File: src/rtl/aisys_pkg.sv
// Shared definitions for the matrix-multiplier datapath blocks.
//   stream_state_e : state encoding of the result streamer FSM.
//   idx_w(n)       : width of an index counting 0..n-1, never less than 1 bit.
//   flat_idx(r,c,n): row-major element number of (r,c) in a matrix with n
//                    columns; the operand loader uses the same mapping.
package aisys_pkg;

  typedef enum logic [0:0] {
    IDLE   = 1'b0,
    STREAM = 1'b1
  } stream_state_e;

  function automatic int idx_w(input int n);
    return (n <= 2) ? 1 : $clog2(n);
  endfunction

  function automatic int flat_idx(input int row, input int col, input int cols);
    return row * cols + col;
  endfunction

endpackage

File: src/rtl/matmul_result_streamer.sv
// Drain-side companion of the matrix multiplier. On a rising edge of
// res_done the whole LEFT_SIZE x RIGHT_SIZE result is snapshotted into a
// local buffer, then streamed out row-major, one element per valid/ready
// handshake. The snapshot lets the multiplier start its next job while the
// previous result drains.
//
// Ports:
//   clk, rst_n  clock, asynchronous active-low reset
//   res_flat    result matrix, element (i,j) at [(i*RIGHT_SIZE+j)*DATA_W +: DATA_W]
//   res_done    multiplier done level; each rising edge marks a new result
//   m_valid     stream element valid
//   m_ready     downstream ready
//   m_data      current element
//   m_row/m_col row/column index of m_data
//   m_last      high with the final element
//   busy        high from capture until the last handshake completes
//   overrun     sticky: a result arrived mid-stream and was dropped
//   ovr_clr     synchronous clear of overrun (a simultaneous set wins)
module matmul_result_streamer
  import aisys_pkg::*;
#(
  parameter int LEFT_SIZE  = 2,
  parameter int RIGHT_SIZE = 4,
  parameter int DATA_W     = 32
) (
  input  logic                                   clk,
  input  logic                                   rst_n,
  input  logic [LEFT_SIZE*RIGHT_SIZE*DATA_W-1:0] res_flat,
  input  logic                                   res_done,
  output logic                                   m_valid,
  input  logic                                   m_ready,
  output logic [DATA_W-1:0]                      m_data,
  output logic [idx_w(LEFT_SIZE)-1:0]            m_row,
  output logic [idx_w(RIGHT_SIZE)-1:0]           m_col,
  output logic                                   m_last,
  output logic                                   busy,
  output logic                                   overrun,
  input  logic                                   ovr_clr
);

  localparam int N_ELEM = LEFT_SIZE * RIGHT_SIZE;
  localparam int ROW_W  = idx_w(LEFT_SIZE);
  localparam int COL_W  = idx_w(RIGHT_SIZE);
  localparam int ELEM_W = idx_w(N_ELEM);

  localparam logic [ROW_W-1:0] LAST_ROW = ROW_W'(LEFT_SIZE - 1);
  localparam logic [COL_W-1:0] LAST_COL = COL_W'(RIGHT_SIZE - 1);

  // Packed so a whole res_flat copies in directly; element k lands in buf[k].
  typedef logic [N_ELEM-1:0][DATA_W-1:0] buf_t;

  stream_state_e    state_q, state_d;
  logic [ROW_W-1:0] row_q, row_d;
  logic [COL_W-1:0] col_q, col_d;
  buf_t             buf_q, buf_d;
  logic             done_q, done_d;
  logic             overrun_q, overrun_d;

  logic              done_rise;
  logic              handshake;
  logic              at_last;
  logic [ELEM_W-1:0] elem_idx;

  assign done_rise = res_done & ~done_q;
  assign handshake = m_valid & m_ready;
  assign at_last   = (row_q == LAST_ROW) && (col_q == LAST_COL);

  // NOTE: every signal driven here gets a default first, so no path can
  // leave one unassigned and infer a latch.
  always_comb begin
    state_d   = state_q;
    row_d     = row_q;
    col_d     = col_q;
    buf_d     = buf_q;
    done_d    = res_done;
    overrun_d = overrun_q;

    if (ovr_clr) overrun_d = 1'b0;

    unique case (state_q)
      IDLE: begin
        if (done_rise) begin
          buf_d   = res_flat;
          row_d   = '0;
          col_d   = '0;
          state_d = STREAM;
        end
      end

      STREAM: begin
        if (handshake && at_last) begin
          if (done_rise) begin
            // Back-to-back: the new result takes over with no bubble.
            buf_d = res_flat;
            row_d = '0;
            col_d = '0;
          end else begin
            state_d = IDLE;
          end
        end else begin
          if (handshake) begin
            if (col_q == LAST_COL) begin
              col_d = '0;
              row_d = row_q + 1'b1;
            end else begin
              col_d = col_q + 1'b1;
            end
          end
          // Set is evaluated after the clear so it wins a tie.
          if (done_rise) overrun_d = 1'b1;
        end
      end

      default: state_d = IDLE;
    endcase
  end

  // NOTE: state registers use non-blocking assignments so every flop samples
  // the pre-edge values computed above, independent of statement order.
  // NOTE: the buffer is reset as well, so m_data reads 0 out of reset rather
  // than whatever the storage powered up with.
  always_ff @(posedge clk or negedge rst_n) begin
    if (!rst_n) begin
      state_q   <= IDLE;
      row_q     <= '0;
      col_q     <= '0;
      buf_q     <= '0;
      done_q    <= 1'b0;
      overrun_q <= 1'b0;
    end else begin
      state_q   <= state_d;
      row_q     <= row_d;
      col_q     <= col_d;
      buf_q     <= buf_d;
      done_q    <= done_d;
      overrun_q <= overrun_d;
    end
  end

  assign elem_idx = ELEM_W'(flat_idx(int'(row_q), int'(col_q), RIGHT_SIZE));

  assign m_valid = (state_q == STREAM);
  assign busy    = m_valid;
  assign m_data  = buf_q[elem_idx];
  assign m_row   = row_q;
  assign m_col   = col_q;
  assign m_last  = at_last & m_valid;
  assign overrun = overrun_q;

endmodule

File: config.mk
export PLATFORM = sky130hd
export DESIGN_NAME = matmul_result_streamer
export DESIGN_NICKNAME = d
export VERILOG_FILES = /design/src/rtl/aisys_pkg.sv /design/src/rtl/matmul_result_streamer.sv
export SDC_FILE = /design/constraint.sdc
export NUM_CORES = 1
export LEC_CHECK = 0
export CAP_MARGIN = 20
export CORE_MARGIN = 4
export CORE_UTILIZATION = 48
export CTS_CLUSTER_SIZE = 8
export DETAILED_ROUTE_END_ITERATION = 6
export PLACE_DENSITY = 0.79
export SKIP_LAST_GASP = 1
export SLEW_MARGIN = 15
export SYNTH_ARGS = -nofsm -noshare
export SYNTH_HDL_FRONTEND = slang
export SYNTH_SLANG_ARGS = --single-unit
File: constraint.sdc
create_clock -name clk -period 1.86 [get_ports clk]
set_input_delay 0.186 -clock clk [delete_from_list [all_inputs] [get_ports clk]]
set_output_delay 0.186 -clock clk [all_outputs]
set_load 0.005 [all_outputs]
==> report_table.html, run 1 <==
<table>
<tr><th>Metric</th><th>Value</th></tr>
<tr><th colspan="2">Run status</th></tr>
<tr><td>Run status</td><td>finished with violations</td></tr>
<tr><td>Violations in the final reports</td><td>setup timing</td></tr>
<tr><th colspan="2">Worst setup path</th></tr>
<tr><td>Element type at the critical path start</td><td>register</td></tr>
<tr><td>Required time of the critical path</td><td>about 1.7 ns</td></tr>
<tr><td>Largest driver fanout on the critical path</td><td>7</td></tr>
<tr><td>Source of the critical timing path</td><td>m_col[1]$_DFFE_PN0P_</td></tr>
<tr><td>Number of cells traversed by the worst register-to-register path</td><td>12</td></tr>
<tr><td>Critical R2R Launch</td><td>m_col[1]$_DFFE_PN0P_</td></tr>
<tr><td>Flop2flop setup slack</td><td>-0.51 ns</td></tr>
<tr><td>Worst setup path category</td><td>register to primary output</td></tr>
<tr><td>Endpoint of the worst register-to-register path</td><td>buf_q[255]$_DFFE_PN0P_</td></tr>
<tr><td>Crit end category</td><td>primary output</td></tr>
<tr><td>CP arrival</td><td>2.30 ns</td></tr>
<tr><th colspan="2">STA</th></tr>
<tr><td>Least-Margin Pin Slew</td><td>approximately 0.41 ns</td></tr>
<tr><td>Final critical delay including setup and external delays</td><td>2.48 ns</td></tr>
<tr><td>Setup slack after layout</td><td>-0.622 ns</td></tr>
<tr><td>Final hold violation count</td><td>0</td></tr>
<tr><td>Final setup viols</td><td>294</td></tr>
<tr><td>Part of the cycle the worst path needs</td><td>133%</td></tr>
<tr><td>Highest clock frequency the design can meet</td><td>0.403 GHz</td></tr>
<tr><td>RSZ-0062 raised after global routing</td><td>true</td></tr>
<tr><td>Slew margin rel.</td><td>72.7%</td></tr>
<tr><td>Maximum clock skew at final layout</td><td>0.0159 ns</td></tr>
<tr><td>Total negative slack for setup checks</td><td>-128.45 ns</td></tr>
<tr><td>Final-layout worst hold slack</td><td>roughly 0.16 ns</td></tr>
<tr><td>Final Max Slew Viols</td><td>0</td></tr>
<tr><th colspan="2">Global route</th></tr>
<tr><td>Number of antenna violations at the first check in global routing</td><td>2</td></tr>
<tr><td>Vias in the first global route</td><td>9290</td></tr>
<tr><td>First-pass GRT wire length</td><td>about 57 mm</td></tr>
<tr><td>Total global-route track usage</td><td>28.3%</td></tr>
<tr><td>Total congestion overflow</td><td>0</td></tr>
<tr><td>Pin count of the biggest net entering global routing</td><td>49</td></tr>
<tr><th colspan="2">Clock tree</th></tr>
<tr><td>Clock buffer count from CTS</td><td>38</td></tr>
<tr><td>Clk Tree Root Cell</td><td>clkbuf_16</td></tr>
<tr><td>H-tree levels</td><td>2</td></tr>
<tr><td>CTS tree</td><td>yes</td></tr>
<tr><td>Max Root-Sink Buffers</td><td>3</td></tr>
<tr><td>Clock insertion delay at the later pin of the skew report</td><td>approximately 0.5 ns</td></tr>
<tr><td>Reg clk slew, reported paths</td><td>0.05 ns</td></tr>
<tr><td>TritonCTS sink count</td><td>262</td></tr>
<tr><th colspan="2">Yosys</th></tr>
<tr><td>Post-Syn Area</td><td>0.0117 mm2</td></tr>
<tr><td>Sequential area share after synthesis</td><td>55.9%</td></tr>
<tr><td>YS warnings</td><td>0</td></tr>
<tr><td>Number of flops mapped to enable cells by yosys</td><td>0</td></tr>
<tr><td>Count of state elements after synthesis</td><td>262</td></tr>
<tr><td>Synthesized netlist net count</td><td>947</td></tr>
<tr><td>Asr flop ratio synth</td><td>100%</td></tr>
<tr><td>Leading register cell type out of synthesis</td><td>dfrtp_1</td></tr>
<tr><td>Post-Synthesis Mean Instance Area</td><td>approximately 17 um2</td></tr>
<tr><td>Unique masters post-synth</td><td>24</td></tr>
<tr><td>Number of instances in the synthesized netlist</td><td>roughly 690</td></tr>
<tr><th colspan="2">Placement</th></tr>
<tr><td>Gp weighted congestion</td><td>0.770</td></tr>
<tr><td>Setup slack at placement</td><td>-0.419 ns</td></tr>
<tr><td>Area of placed instances</td><td>0.0153 mm2</td></tr>
<tr><td>Cell count after placement</td><td>around 1300</td></tr>
<tr><td>Count of buffers from port buffering</td><td>299</td></tr>
<tr><td>Placed wire-length estimate after detailed placement</td><td>a little over 20 mm</td></tr>
<tr><th colspan="2">Drt</th></tr>
<tr><td>Average wire per standard cell</td><td>around 27 um</td></tr>
<tr><td>Violation count after the first detailed-route iteration</td><td>474</td></tr>
<tr><td>Count of antenna-violating nets left after detailed routing</td><td>0</td></tr>
<tr><td>Count of vias placed by the detailed router</td><td>roughly 8000</td></tr>
<tr><td>Average via count per standard cell</td><td>roughly 5.6</td></tr>
<tr><td>Pre-antenna DRT Iters</td><td>4</td></tr>
<tr><td>Final wirelength</td><td>~38 mm</td></tr>
<tr><td>Detailed-route DRC error count</td><td>0</td></tr>
<tr><th colspan="2">Die</th></tr>
<tr><td>Total I/O pin count</td><td>300</td></tr>
<tr><td>Die Outline Area</td><td>0.0270 mm2</td></tr>
<tr><td>Floorplan die width</td><td>164 um</td></tr>
<tr><td>Core Area</td><td>0.0238 mm2</td></tr>
<tr><td>Vertical extent of the die</td><td>164 um</td></tr>
<tr><td>Starting density of the core</td><td>49.4%</td></tr>
<tr><td>FP Rows</td><td>56</td></tr>
<tr><th colspan="2">Pwr</th></tr>
<tr><td>Worst ir drop on vdd</td><td>~960 uV</td></tr>
<tr><td>P_leak</td><td>8.41 nW</td></tr>
<tr><td>Total Power Consumption</td><td>approximately 32 mW</td></tr>
<tr><td>Power density of the placed cells</td><td>1670 mW/mm2</td></tr>
<tr><th colspan="2">Worst hold path</th></tr>
<tr><td>Worst hold stages</td><td>1</td></tr>
<tr><td>Path class of the lowest-slack min-delay path</td><td>input port to register</td></tr>
<tr><td>Worst Hold End</td><td>done_q$_DFF_PN0_</td></tr>
<tr><td>Start point of the worst min-delay path</td><td>res_done</td></tr>
<tr><th colspan="2">Final layout</th></tr>
<tr><td>Layout-stage area growth over the synthesis result</td><td>63.8%</td></tr>
<tr><td>Post-route cell area</td><td>0.0192 mm2</td></tr>
<tr><td>Share of post-route cells with drive strength above 1</td><td>51.0%</td></tr>
<tr><td>Final design utilization</td><td>80.9%</td></tr>
<tr><td>Storage cell area</td><td>approximately 0.0066 mm2</td></tr>
<tr><td>Multi-input gate area</td><td>0.00596 mm2</td></tr>
<tr><td>Filler cell count</td><td>1152</td></tr>
<tr><td>Post-layout net count</td><td>1359</td></tr>
<tr><td>Count of non-filler cells in the finished layout</td><td>1422</td></tr>
<tr><th colspan="2">Job</th></tr>
<tr><td>Max-cap violations</td><td>0</td></tr>
</table>
-- final cells by class --
| cell class | count | area share (%) |
|---|---|---|
| clock buffer | 44 | 5.45 |
| timing repair buffer | 420 | 27.2 |
| sequential | 262 | 34.2 |
| multi-input combinational | 372 | 31.0 |
| antenna | 2 | 0.0260 |
| inverter | 3 | 0.0586 |
| tap | 319 | 2.08 |
-- synthesized netlist by cell type, types with 2 or more instances --
cell	n	area (um2)
buf_2	10	50.1
buf_4	24	180
buf_6	9	101
clkbuf_1	5	18.8
dfrtp_1	262	6560
inv_1	3	11.3
mux2_1	256	2880
mux2_2	32	360
mux4_2	64	1440
nand2_1	3	11.3
nand3_1	2	10.0
o21ai_0	2	10.0
o2bb2ai_1	2	17.5
-- routing by layer --
layer / global-route usage (%) / up-vias / share of wire, %
li1: - / 3390 / -
met1: 35.3 / 4203 / 39
met2: 48.8 / 338 / 51
met3: 5.82 / 77 / 6.6
met4: 10.6 / 2 / 2.9
met5: 0 / - / 0.044
-- layout by cell type, fill, tap and decap left out, types with 2 or more instances in the layout --
cell type	instances
clkbuf_16	41
dfrtp_2	2
o21ai_0	2
buf_8	10
mux4_2	64
buf_16	26
clkdlybuf4s50_1	264
dfrtp_1	258
mux2_2	2
buf_12	51
mux2_4	286
buf_6	49
buf_4	15
buf_2	3
clkbuf_1	2
diode_2	2
dfrtp_4	2
nand2_1	2
inv_1	3
-- worst max-delay path: stages (launching register included) --
cell,delay (ns)
dfrtp_4,0.50
buf_12,0.16
buf_16,0.14
buf_12,0.13
mux4_2,0.44
mux2_4,0.31
buf_6,0.12
-- how the worst max path moves through the flow --
stage                              to  slack (ns)  depth (start not counted)
2_1_floorplan  buf_q[186]$_DFFE_PN0P_        0.14                          6
3_3_place_gp    buf_q[57]$_DFFE_PN0P_       -0.39                          7
3_5_place_dp   buf_q[249]$_DFFE_PN0P_       -0.42                          7
4_1_cts                    m_data[24]       -0.63                          6
5_1_grt                    m_data[24]       -0.67                          6
6_report                   m_data[17]       -0.62                          6
-- sequential cells by signal, summed over array words and instances, names as in the netlist --
signal / count
buf_q: 256
m_col: 2
busy: 1
done_q: 1
m_row: 1
overrun: 1
-- logic make-up (layout without fill, tap and decap cells) --
| family | count (synthesis) | count (layout) | share of synthesized area (%) |
|---|---|---|---|
| flops | 262 | 262 | 55.9 |
| mux | 352 | 352 | 39.9 |
| fa+ha+maj | 1 | 1 | 0.107 |
| buf+inv | 51 | 467 | 3.08 |
| other cells | 0 | 2 | 0 |
| compound gates | 10 | 10 | 0.587 |
| simple gates | 9 | 9 | 0.384 |
-- power by group --
group | total [mW] | internal, mW | switching, mW
logic | 15.7 | 10.8 | 4.86
clock network | 6.24 | 3.89 | 2.35
registers | 10.3 | 8.51 | 1.78
total | 32.2 | 23.2 | 9.00
-- repair_timing --
action / in CTS / in global routing
resized for setup: 462 / 108
hold endpoints to repair: 84 / 0
endpoints found under the setup margin: 291 / 294
setup buffers: 50 / 16
hold buffers: 1 / 0
gates cloned: 40 / 0
pin swaps: 1 / 2
Power figures use the tool's default switching activity.
==> run 2, diff against run 1 <==
CORE_UTILIZATION = 49   (was 48)
CTS_CLUSTER_SIZE = unset   (was 8)
PLACE_DENSITY = 0.8   (was 0.79)
==> report_table.html, run 2 (synthesis gave the netlist of run 1 again) <==
<table>
<tr><th>Metric</th><th>Value</th></tr>
<tr><th colspan="2">Pwr</th></tr>
<tr><td>P_leak</td><td>8.17 nW</td></tr>
<tr><td>Switching Power</td><td>between 8 and 9 mW</td></tr>
<tr><td>Power density of the placed cells</td><td>1610 mW/mm2</td></tr>
<tr><td>Internal power</td><td>~22 mW</td></tr>
<tr><td>Share of total power consumed by net switching</td><td>between 20 and 30%</td></tr>
<tr><td>Comb power frac</td><td>47.2%</td></tr>
<tr><td>Total Power Consumption</td><td>30.2 mW</td></tr>
<tr><td>Proportion of power drawn by the clock network</td><td>about a fifth</td></tr>
<tr><td>Share of total power in sequential cells</td><td>approximately a third</td></tr>
<tr><td>Worst ir drop on vdd</td><td>roughly 990 uV</td></tr>
<tr><th colspan="2">Global route</th></tr>
<tr><td>Total global-route track usage</td><td>26.3%</td></tr>
<tr><td>First-pass GRT wire length</td><td>roughly 53 mm</td></tr>
<tr><td>Busiest layer in global routing</td><td>met2</td></tr>
<tr><td>Number of antenna violations at the first check in global routing</td><td>1</td></tr>
<tr><td>Total congestion overflow</td><td>0</td></tr>
<tr><td>Pin count of the biggest net entering global routing</td><td>56</td></tr>
<tr><td>M1 GR Usage</td><td>34.6%</td></tr>
<tr><td>Vias in the first global route</td><td>8802</td></tr>
<tr><td>Global Route met2 Usage</td><td>44.3%</td></tr>
<tr><td>Met3 global-route usage</td><td>5.37%</td></tr>
<tr><th colspan="2">Placement</th></tr>
<tr><td>Count of buffers from port buffering</td><td>between 200 and 300</td></tr>
<tr><td>Placed wire-length estimate after detailed placement</td><td>20.8 mm</td></tr>
<tr><td>Gp weighted congestion</td><td>0.777</td></tr>
<tr><th colspan="2">STA</th></tr>
<tr><td>Final critical delay including setup and external delays</td><td>approximately 2.5 ns</td></tr>
<tr><td>Slew margin rel.</td><td>around two thirds</td></tr>
<tr><td>Highest clock frequency the design can meet</td><td>0.394 GHz</td></tr>
<tr><td>Least-Margin Pin Slew</td><td>0.486 ns</td></tr>
<tr><td>Maximum clock skew at final layout</td><td>slightly below 0.01 ns</td></tr>
<tr><td>Final-layout worst hold slack</td><td>approximately 0.15 ns</td></tr>
<tr><td>RSZ-0062 raised after global routing</td><td>true</td></tr>
<tr><td>Final hold violation count</td><td>0</td></tr>
<tr><td>Setup slack after layout</td><td>-0.677 ns</td></tr>
<tr><td>Part of the cycle the worst path needs</td><td>136%</td></tr>
<tr><td>Final setup viols</td><td>295</td></tr>
<tr><td>Final Max Slew Viols</td><td>0</td></tr>
<tr><th colspan="2">Drt</th></tr>
<tr><td>Count of antenna-violating nets left after detailed routing</td><td>0</td></tr>
<tr><td>Detailed-route DRC error count</td><td>0</td></tr>
<tr><td>Pre-antenna DRT Iters</td><td>4</td></tr>
<tr><td>Average wire per standard cell</td><td>approximately 26 um</td></tr>
<tr><td>Count of vias placed by the detailed router</td><td>8015</td></tr>
<tr><td>Average via count per standard cell</td><td>5.56</td></tr>
<tr><td>Violation count after the first detailed-route iteration</td><td>476</td></tr>
<tr><td>Final wirelength</td><td>between 30 and 40 mm</td></tr>
<tr><th colspan="2">Clock tree</th></tr>
<tr><td>CTS tree</td><td>yes</td></tr>
<tr><td>Clock buffer count from CTS</td><td>28</td></tr>
<tr><td>Max Root-Sink Buffers</td><td>3</td></tr>
<tr><td>H-tree levels</td><td>1</td></tr>
<tr><td>TritonCTS sink count</td><td>262</td></tr>
<tr><td>Clock insertion delay at the later pin of the skew report</td><td>0.53 ns</td></tr>
<tr><td>Clk Tree Root Cell</td><td>clkbuf_16</td></tr>
<tr><td>Reg clk slew, reported paths</td><td>0.06 ns</td></tr>
<tr><th colspan="2">Worst setup path</th></tr>
<tr><td>Required time of the critical path</td><td>roughly 1.7 ns</td></tr>
<tr><td>CP arrival</td><td>2.35 ns</td></tr>
<tr><td>Number of cells traversed by the worst register-to-register path</td><td>13</td></tr>
<tr><td>Largest driver fanout on the critical path</td><td>5</td></tr>
<tr><td>Crit end category</td><td>primary output</td></tr>
<tr><td>Critical R2R Launch</td><td>m_col[1]$_DFFE_PN0P_</td></tr>
<tr><td>Endpoint of the worst register-to-register path</td><td>buf_q[66]$_DFFE_PN0P_</td></tr>
<tr><td>Element type at the critical path start</td><td>register</td></tr>
<tr><td>Flop2flop setup slack</td><td>-0.60 ns</td></tr>
<tr><td>Worst setup path category</td><td>register to primary output</td></tr>
<tr><th colspan="2">Worst hold path</th></tr>
<tr><td>Start point of the worst min-delay path</td><td>res_done</td></tr>
<tr><td>Path class of the lowest-slack min-delay path</td><td>input port to register</td></tr>
<tr><td>Worst hold stages</td><td>1</td></tr>
<tr><td>Worst Hold End</td><td>done_q$_DFF_PN0_</td></tr>
<tr><th colspan="2">Final layout</th></tr>
<tr><td>Filler cell count</td><td>~1300</td></tr>
<tr><td>Layout-stage area growth over the synthesis result</td><td>59.6%</td></tr>
<tr><td>Multi-input gate area</td><td>0.00550 mm2</td></tr>
<tr><td>Share of post-route cells with drive strength above 1</td><td>41.7%</td></tr>
<tr><td>Most common library cell in the layout ignoring fill and taps</td><td>clkdlybuf4s50_1</td></tr>
<tr><td>Top reg by flops</td><td>buf_q</td></tr>
<tr><td>Storage cell area</td><td>0.00657 mm2</td></tr>
<tr><td>Final design utilization</td><td>roughly four fifths</td></tr>
<tr><td>Post-layout net count</td><td>between 1000 and 1500</td></tr>
<tr><td>Commonest cells after routing, fill and taps aside</td><td>clkdlybuf4s50_1 (265), dfrtp_1 (259), mux2_4 (175)</td></tr>
<tr><td>Flip-flop count of the largest register after layout</td><td>256</td></tr>
<tr><th colspan="2">Job</th></tr>
<tr><td>Max-cap violations</td><td>0</td></tr>
<tr><th colspan="2">Die</th></tr>
<tr><td>Starting density of the core</td><td>approximately 50%</td></tr>
<tr><td>Vertical extent of the die</td><td>163 um</td></tr>
<tr><td>FP Rows</td><td>56</td></tr>
<tr><td>Floorplan die width</td><td>163 um</td></tr>
<tr><td>Die Outline Area</td><td>0.0265 mm2</td></tr>
<tr><td>Core Area</td><td>0.0235 mm2</td></tr>
<tr><td>Total I/O pin count</td><td>300</td></tr>
<tr><th colspan="2">Run status</th></tr>
<tr><td>Run status</td><td>finished with violations</td></tr>
<tr><td>Violations in the final reports</td><td>setup timing</td></tr>
</table>
[run 2: cell types whose count changed in the layout (fill, tap and decap cells not counted), moves of 3 or more]
cell       change
buf_6          -4
buf_12        -17
clkbuf_8       +5
mux2_4       -111
clkinv_2       +7
bufinv_16      +3
buf_4         +22
mux2_1       +108
mux2_2         +3
[run 2: worst max-delay path: stages, from the launching register on]
cell     delay [ns]
dfrtp_4        0.49
buf_6          0.14
buf_6          0.13
buf_16         0.14
buf_6          0.11
mux4_2         0.41
mux2_4         0.28
buf_6          0.12
[run 2: per-layer routing]
layer | part of all wire, % | vias up
met5 | 0 | -
met4 | 3.4 | 0
met3 | 6.9 | 75
met2 | 50 | 327
met1 | 40 | 4198
li1 | - | 3415
[run 2: power groups by stage]
stage          registers (mW)  clock network [mW]  logic, mW
2_1_floorplan            9.32                   0       6.33
3_3_place_gp             9.83                   0       9.93
3_5_place_dp             9.97                   0       10.2
4_1_cts                  9.94                5.83       13.0
5_1_grt                  10.5                6.12       15.1
6_report                 10.2                5.77       14.3
[run 2: worst max path at each step]
stage | startpoint | end | slack (ns) | cells past startpoint
final | m_col[1]$_DFFE_PN0P_ | m_data[10] | -0.68 | 7
after global routing | m_col[1]$_DFFE_PN0P_ | m_data[10] | -0.73 | 7
after CTS | m_col[1]$_DFFE_PN0P_ | m_data[10] | -0.70 | 7
after floorplan | m_col[1]$_DFFE_PN0P_ | buf_q[186]$_DFFE_PN0P_ | 0.14 | 6
after detailed placement | m_col[1]$_DFFE_PN0P_ | m_data[9] | -0.34 | 4
after global placement | m_col[1]$_DFFE_PN0P_ | m_data[8] | -0.29 | 4
[run 2: cell type report]
cell class / instances / share of cell area, %
multi-input combinational: 372 / 29.4
inverter: 3 / 0.0601
timing repair buffer: 435 / 28.2
clock inverter: 13 / 0.795
clock buffer: 37 / 4.36
sequential: 262 / 35.1
antenna: 1 / 0.0134
tap: 319 / 2.13
[run 2: what timing repair did]
action,in CTS,in global routing
cloned,27,11
endpoints found under the hold margin,156,0
setup buffers,43,25
pin swaps,1,2
gates resized for setup,314,143
endpoints found under the setup margin,293,296
hold buffers,1,0
[run 2: per-stage QoR]
step / TNS, ns / worst slack, ns / std cells / instance area [um2]
2_1_floorplan: 0 / 0.139 / 685 / 11700
3_3_place_gp: -69.69 / -0.289 / 1297 / 15300
3_5_place_dp: -80.13 / -0.342 / 1297 / 15300
4_1_cts: -132.29 / -0.700 / 1418 / 18000
5_1_grt: -163.77 / -0.733 / 1442 / 18700
6_report: -146.88 / -0.677 / 1442 / 18700
==> run 3, diff against run 2 <==
--- a/config.mk
+++ b/config.mk
@@ -11,4 +11,5 @@
 export DETAILED_ROUTE_END_ITERATION = 6
 export PLACE_DENSITY = 0.8
+export REMOVE_ABC_BUFFERS = 1
 export SKIP_LAST_GASP = 1
 export SLEW_MARGIN = 15
==> constraint.sdc (replaced) <==
create_clock -name clk -period 1.86 [get_ports clk]
set_input_delay 0.186 -clock clk [delete_from_list [all_inputs] [get_ports clk]]
set_output_delay 0.186 -clock clk [all_outputs]
set_load 0.01 [all_outputs]
==> report_table.html, run 3 (synthesis gave the netlist of run 1 again) <==
<table>
<tr><th>Metric</th><th>Value</th></tr>
<tr><th colspan="2">STA</th></tr>
<tr><td>Total negative slack for setup checks</td><td>-118.68 ns</td></tr>
<tr><td>Slew margin rel.</td><td>62.6%</td></tr>
<tr><td>Least-Margin Pin Slew</td><td>about 0.56 ns</td></tr>
<tr><td>Final Max Slew Viols</td><td>0</td></tr>
<tr><td>Part of the cycle the worst path needs</td><td>134%</td></tr>
<tr><td>RSZ-0062 raised after global routing</td><td>true</td></tr>
<tr><td>Highest clock frequency the design can meet</td><td>0.401 GHz</td></tr>
<tr><td>Final hold violation count</td><td>0</td></tr>
<tr><td>Final critical delay including setup and external delays</td><td>~2.5 ns</td></tr>
<tr><td>Final setup viols</td><td>292</td></tr>
<tr><td>Setup slack after layout</td><td>-0.636 ns</td></tr>
<tr><td>Maximum clock skew at final layout</td><td>0.0104 ns</td></tr>
<tr><th colspan="2">Clock tree</th></tr>
<tr><td>Clk Tree Root Cell</td><td>clkbuf_16</td></tr>
<tr><td>Max Root-Sink Buffers</td><td>3</td></tr>
<tr><td>TritonCTS sink count</td><td>262</td></tr>
<tr><td>Clock buffer count from CTS</td><td>28</td></tr>
<tr><td>CTS tree</td><td>yes</td></tr>
<tr><td>H-tree levels</td><td>1</td></tr>
<tr><td>Reg clk slew, reported paths</td><td>0.06 ns</td></tr>
<tr><td>Clock insertion delay at the later pin of the skew report</td><td>0.54 ns</td></tr>
<tr><th colspan="2">Global route</th></tr>
<tr><td>First-pass GRT wire length</td><td>55.4 mm</td></tr>
<tr><td>Number of antenna violations at the first check in global routing</td><td>2</td></tr>
<tr><td>Total global-route track usage</td><td>27.2%</td></tr>
<tr><td>Vias in the first global route</td><td>about 9300</td></tr>
<tr><td>Pin count of the biggest net entering global routing</td><td>64</td></tr>
<tr><td>Total congestion overflow</td><td>0</td></tr>
<tr><th colspan="2">Placement</th></tr>
<tr><td>Setup slack at placement</td><td>-0.386 ns</td></tr>
<tr><td>Count of buffers from port buffering</td><td>299</td></tr>
<tr><td>Area of placed instances</td><td>0.0154 mm2</td></tr>
<tr><td>Cell count after placement</td><td>1310</td></tr>
<tr><td>Gp weighted congestion</td><td>0.772</td></tr>
<tr><td>Placed wire-length estimate after detailed placement</td><td>around 20 mm</td></tr>
<tr><th colspan="2">Worst setup path</th></tr>
<tr><td>Element type at the critical path start</td><td>register</td></tr>
<tr><td>CP arrival</td><td>2.31 ns</td></tr>
<tr><td>Crit end category</td><td>primary output</td></tr>
<tr><td>Required time of the critical path</td><td>around 1.7 ns</td></tr>
<tr><td>Critical Path Max Stage Delay</td><td>0.52 ns</td></tr>
<tr><td>Source of the critical timing path</td><td>m_col[1]$_DFFE_PN0P_</td></tr>
<tr><td>Number of buffers and inverters on the critical path</td><td>4</td></tr>
<tr><td>Critical R2R Launch</td><td>m_col[1]$_DFFE_PN0P_</td></tr>
<tr><td>Kind of cell with the highest combined delay on the critical path</td><td>multiplexers</td></tr>
<tr><td>Largest driver fanout on the critical path</td><td>7</td></tr>
<tr><td>Cell breakdown of the critical path</td><td>buf_12 &gt; buf_12 &gt; buf_6 &gt; mux4_2 &gt; mux2_4 &gt; buf_6</td></tr>
<tr><td>Slowest cell on crit path</td><td>dfrtp_4</td></tr>
<tr><td>Worst setup path category</td><td>register to primary output</td></tr>
<tr><th colspan="2">Die</th></tr>
<tr><td>Core Area</td><td>between 0.02 and 0.025 mm2</td></tr>
<tr><td>Vertical extent of the die</td><td>163 um</td></tr>
<tr><td>Die Outline Area</td><td>0.0265 mm2</td></tr>
<tr><td>Floorplan die width</td><td>163 um</td></tr>
<tr><td>FP Rows</td><td>56</td></tr>
<tr><td>Starting density of the core</td><td>49.8%</td></tr>
<tr><td>Total I/O pin count</td><td>300</td></tr>
<tr><th colspan="2">Drt</th></tr>
<tr><td>Violation count after the first detailed-route iteration</td><td>345</td></tr>
<tr><td>Count of vias placed by the detailed router</td><td>7850</td></tr>
<tr><td>Count of antenna-violating nets left after detailed routing</td><td>0</td></tr>
<tr><td>Pre-antenna DRT Iters</td><td>4</td></tr>
<tr><td>Average wire per standard cell</td><td>25.0 um</td></tr>
<tr><td>Detailed-route DRC error count</td><td>0</td></tr>
<tr><td>Average via count per standard cell</td><td>approximately 5.5</td></tr>
<tr><td>Final wirelength</td><td>between 30 and 40 mm</td></tr>
<tr><th colspan="2">Pwr</th></tr>
<tr><td>Worst ir drop on vdd</td><td>1050 uV</td></tr>
<tr><td>Power density of the placed cells</td><td>1660 mW/mm2</td></tr>
<tr><td>P_leak</td><td>8.29 nW</td></tr>
<tr><th colspan="2">Final layout</th></tr>
<tr><td>Filler cell count</td><td>~1200</td></tr>
<tr><td>Final design utilization</td><td>between 80% and 90%</td></tr>
<tr><td>Layout-stage area growth over the synthesis result</td><td>61.5%</td></tr>
<tr><td>Post-layout net count</td><td>1358</td></tr>
<tr><td>Commonest cells after routing, fill and taps aside</td><td>clkdlybuf4s50_1 (263), dfrtp_1 (259), mux2_4 (234)</td></tr>
<tr><td>Post-route cell area</td><td>0.0189 mm2</td></tr>
<tr><td>Flip-flop count of the largest register after layout</td><td>256</td></tr>
<tr><td>Top reg by flops</td><td>buf_q</td></tr>
<tr><td>Most common library cell in the layout ignoring fill and taps</td><td>clkdlybuf4s50_1</td></tr>
<tr><td>Share of post-route cells with drive strength above 1</td><td>46.4%</td></tr>
<tr><td>Count of non-filler cells in the finished layout</td><td>roughly 1400</td></tr>
<tr><th colspan="2">Worst hold path</th></tr>
<tr><td>Path class of the lowest-slack min-delay path</td><td>input port to register</td></tr>
<tr><td>Start point of the worst min-delay path</td><td>res_done</td></tr>
<tr><th colspan="2">Job</th></tr>
<tr><td>Max-cap violations</td><td>0</td></tr>
<tr><th colspan="2">Run status</th></tr>
<tr><td>Run status</td><td>finished with violations</td></tr>
<tr><td>Violations in the final reports</td><td>setup timing</td></tr>
</table>
==> run 3: layout make-up <==
| class | instances | area (um2) | area share, % |
|---|---|---|---|
| timing repair buffer | 429 | 5270 | 27.8 |
| antenna | 2 | 5.00 | 0.0264 |
| clock buffer | 42 | 845 | 4.46 |
| inverter | 3 | 11.3 | 0.0594 |
| sequential | 262 | 6570 | 34.7 |
| tap | 319 | 399 | 2.11 |
| clock inverter | 9 | 120 | 0.634 |
| multi-input combinational | 372 | 5730 | 30.2 |
==> run 3: worst paths after layout <==
check / end / slack [ns] / cells past startpoint
max: m_data[19] / -0.64 / 6
min: done_q$_DFF_PN0_ / 0.13 / 1
max reg2reg: buf_q[17]$_DFFE_PN0P_ / -0.51 / 12
min reg2reg: buf_q[237]$_DFFE_PN0P_ / 0.48 / 1
max in group asynchronous: buf_q[14]$_DFFE_PN0P_ / 0.89 / 3
min in group asynchronous: buf_q[92]$_DFFE_PN0P_ / 0.26 / 2
==> run 3: per-layer routing <==
metal  vias to the layer above  part of all wire, %  track usage [%]
li1                       3405                    -                -
met1                      4121                   40             34.7
met2                       260                   51             47.5
met3                        64                  5.7             5.54
met4                         0                  3.3             7.51
met5                         -                    0                0
==> run 3: repair_timing <==
action	4_1_cts	5_1_grt
pin swaps	2	1
gates cloned	30	1
endpoints found under the hold margin	53	0
hold buffers	1	0
gates resized for setup	489	26
setup endpoints to repair	292	296
buffers inserted	44	3
==> run 3: per-stage QoR <==
step | total power [mW] | hold WS (ns)
6_report | 31.4 | 0.133
5_1_grt | 32.8 | 0.129
4_1_cts | 30.7 | 0.117
3_5_place_dp | 20.4 | 0.185
3_3_place_gp | 20.0 | 0.187
2_1_floorplan | 15.8 | -0.110
==> run 3: where the power goes <==
group	switching [mW]	internal, mW	leakage (nW)
Sequential	1.70	8.49	3.20
Combinational	4.98	10.4	4.61
Clock	2.31	3.53	0.481
Total	8.99	22.4	8.29
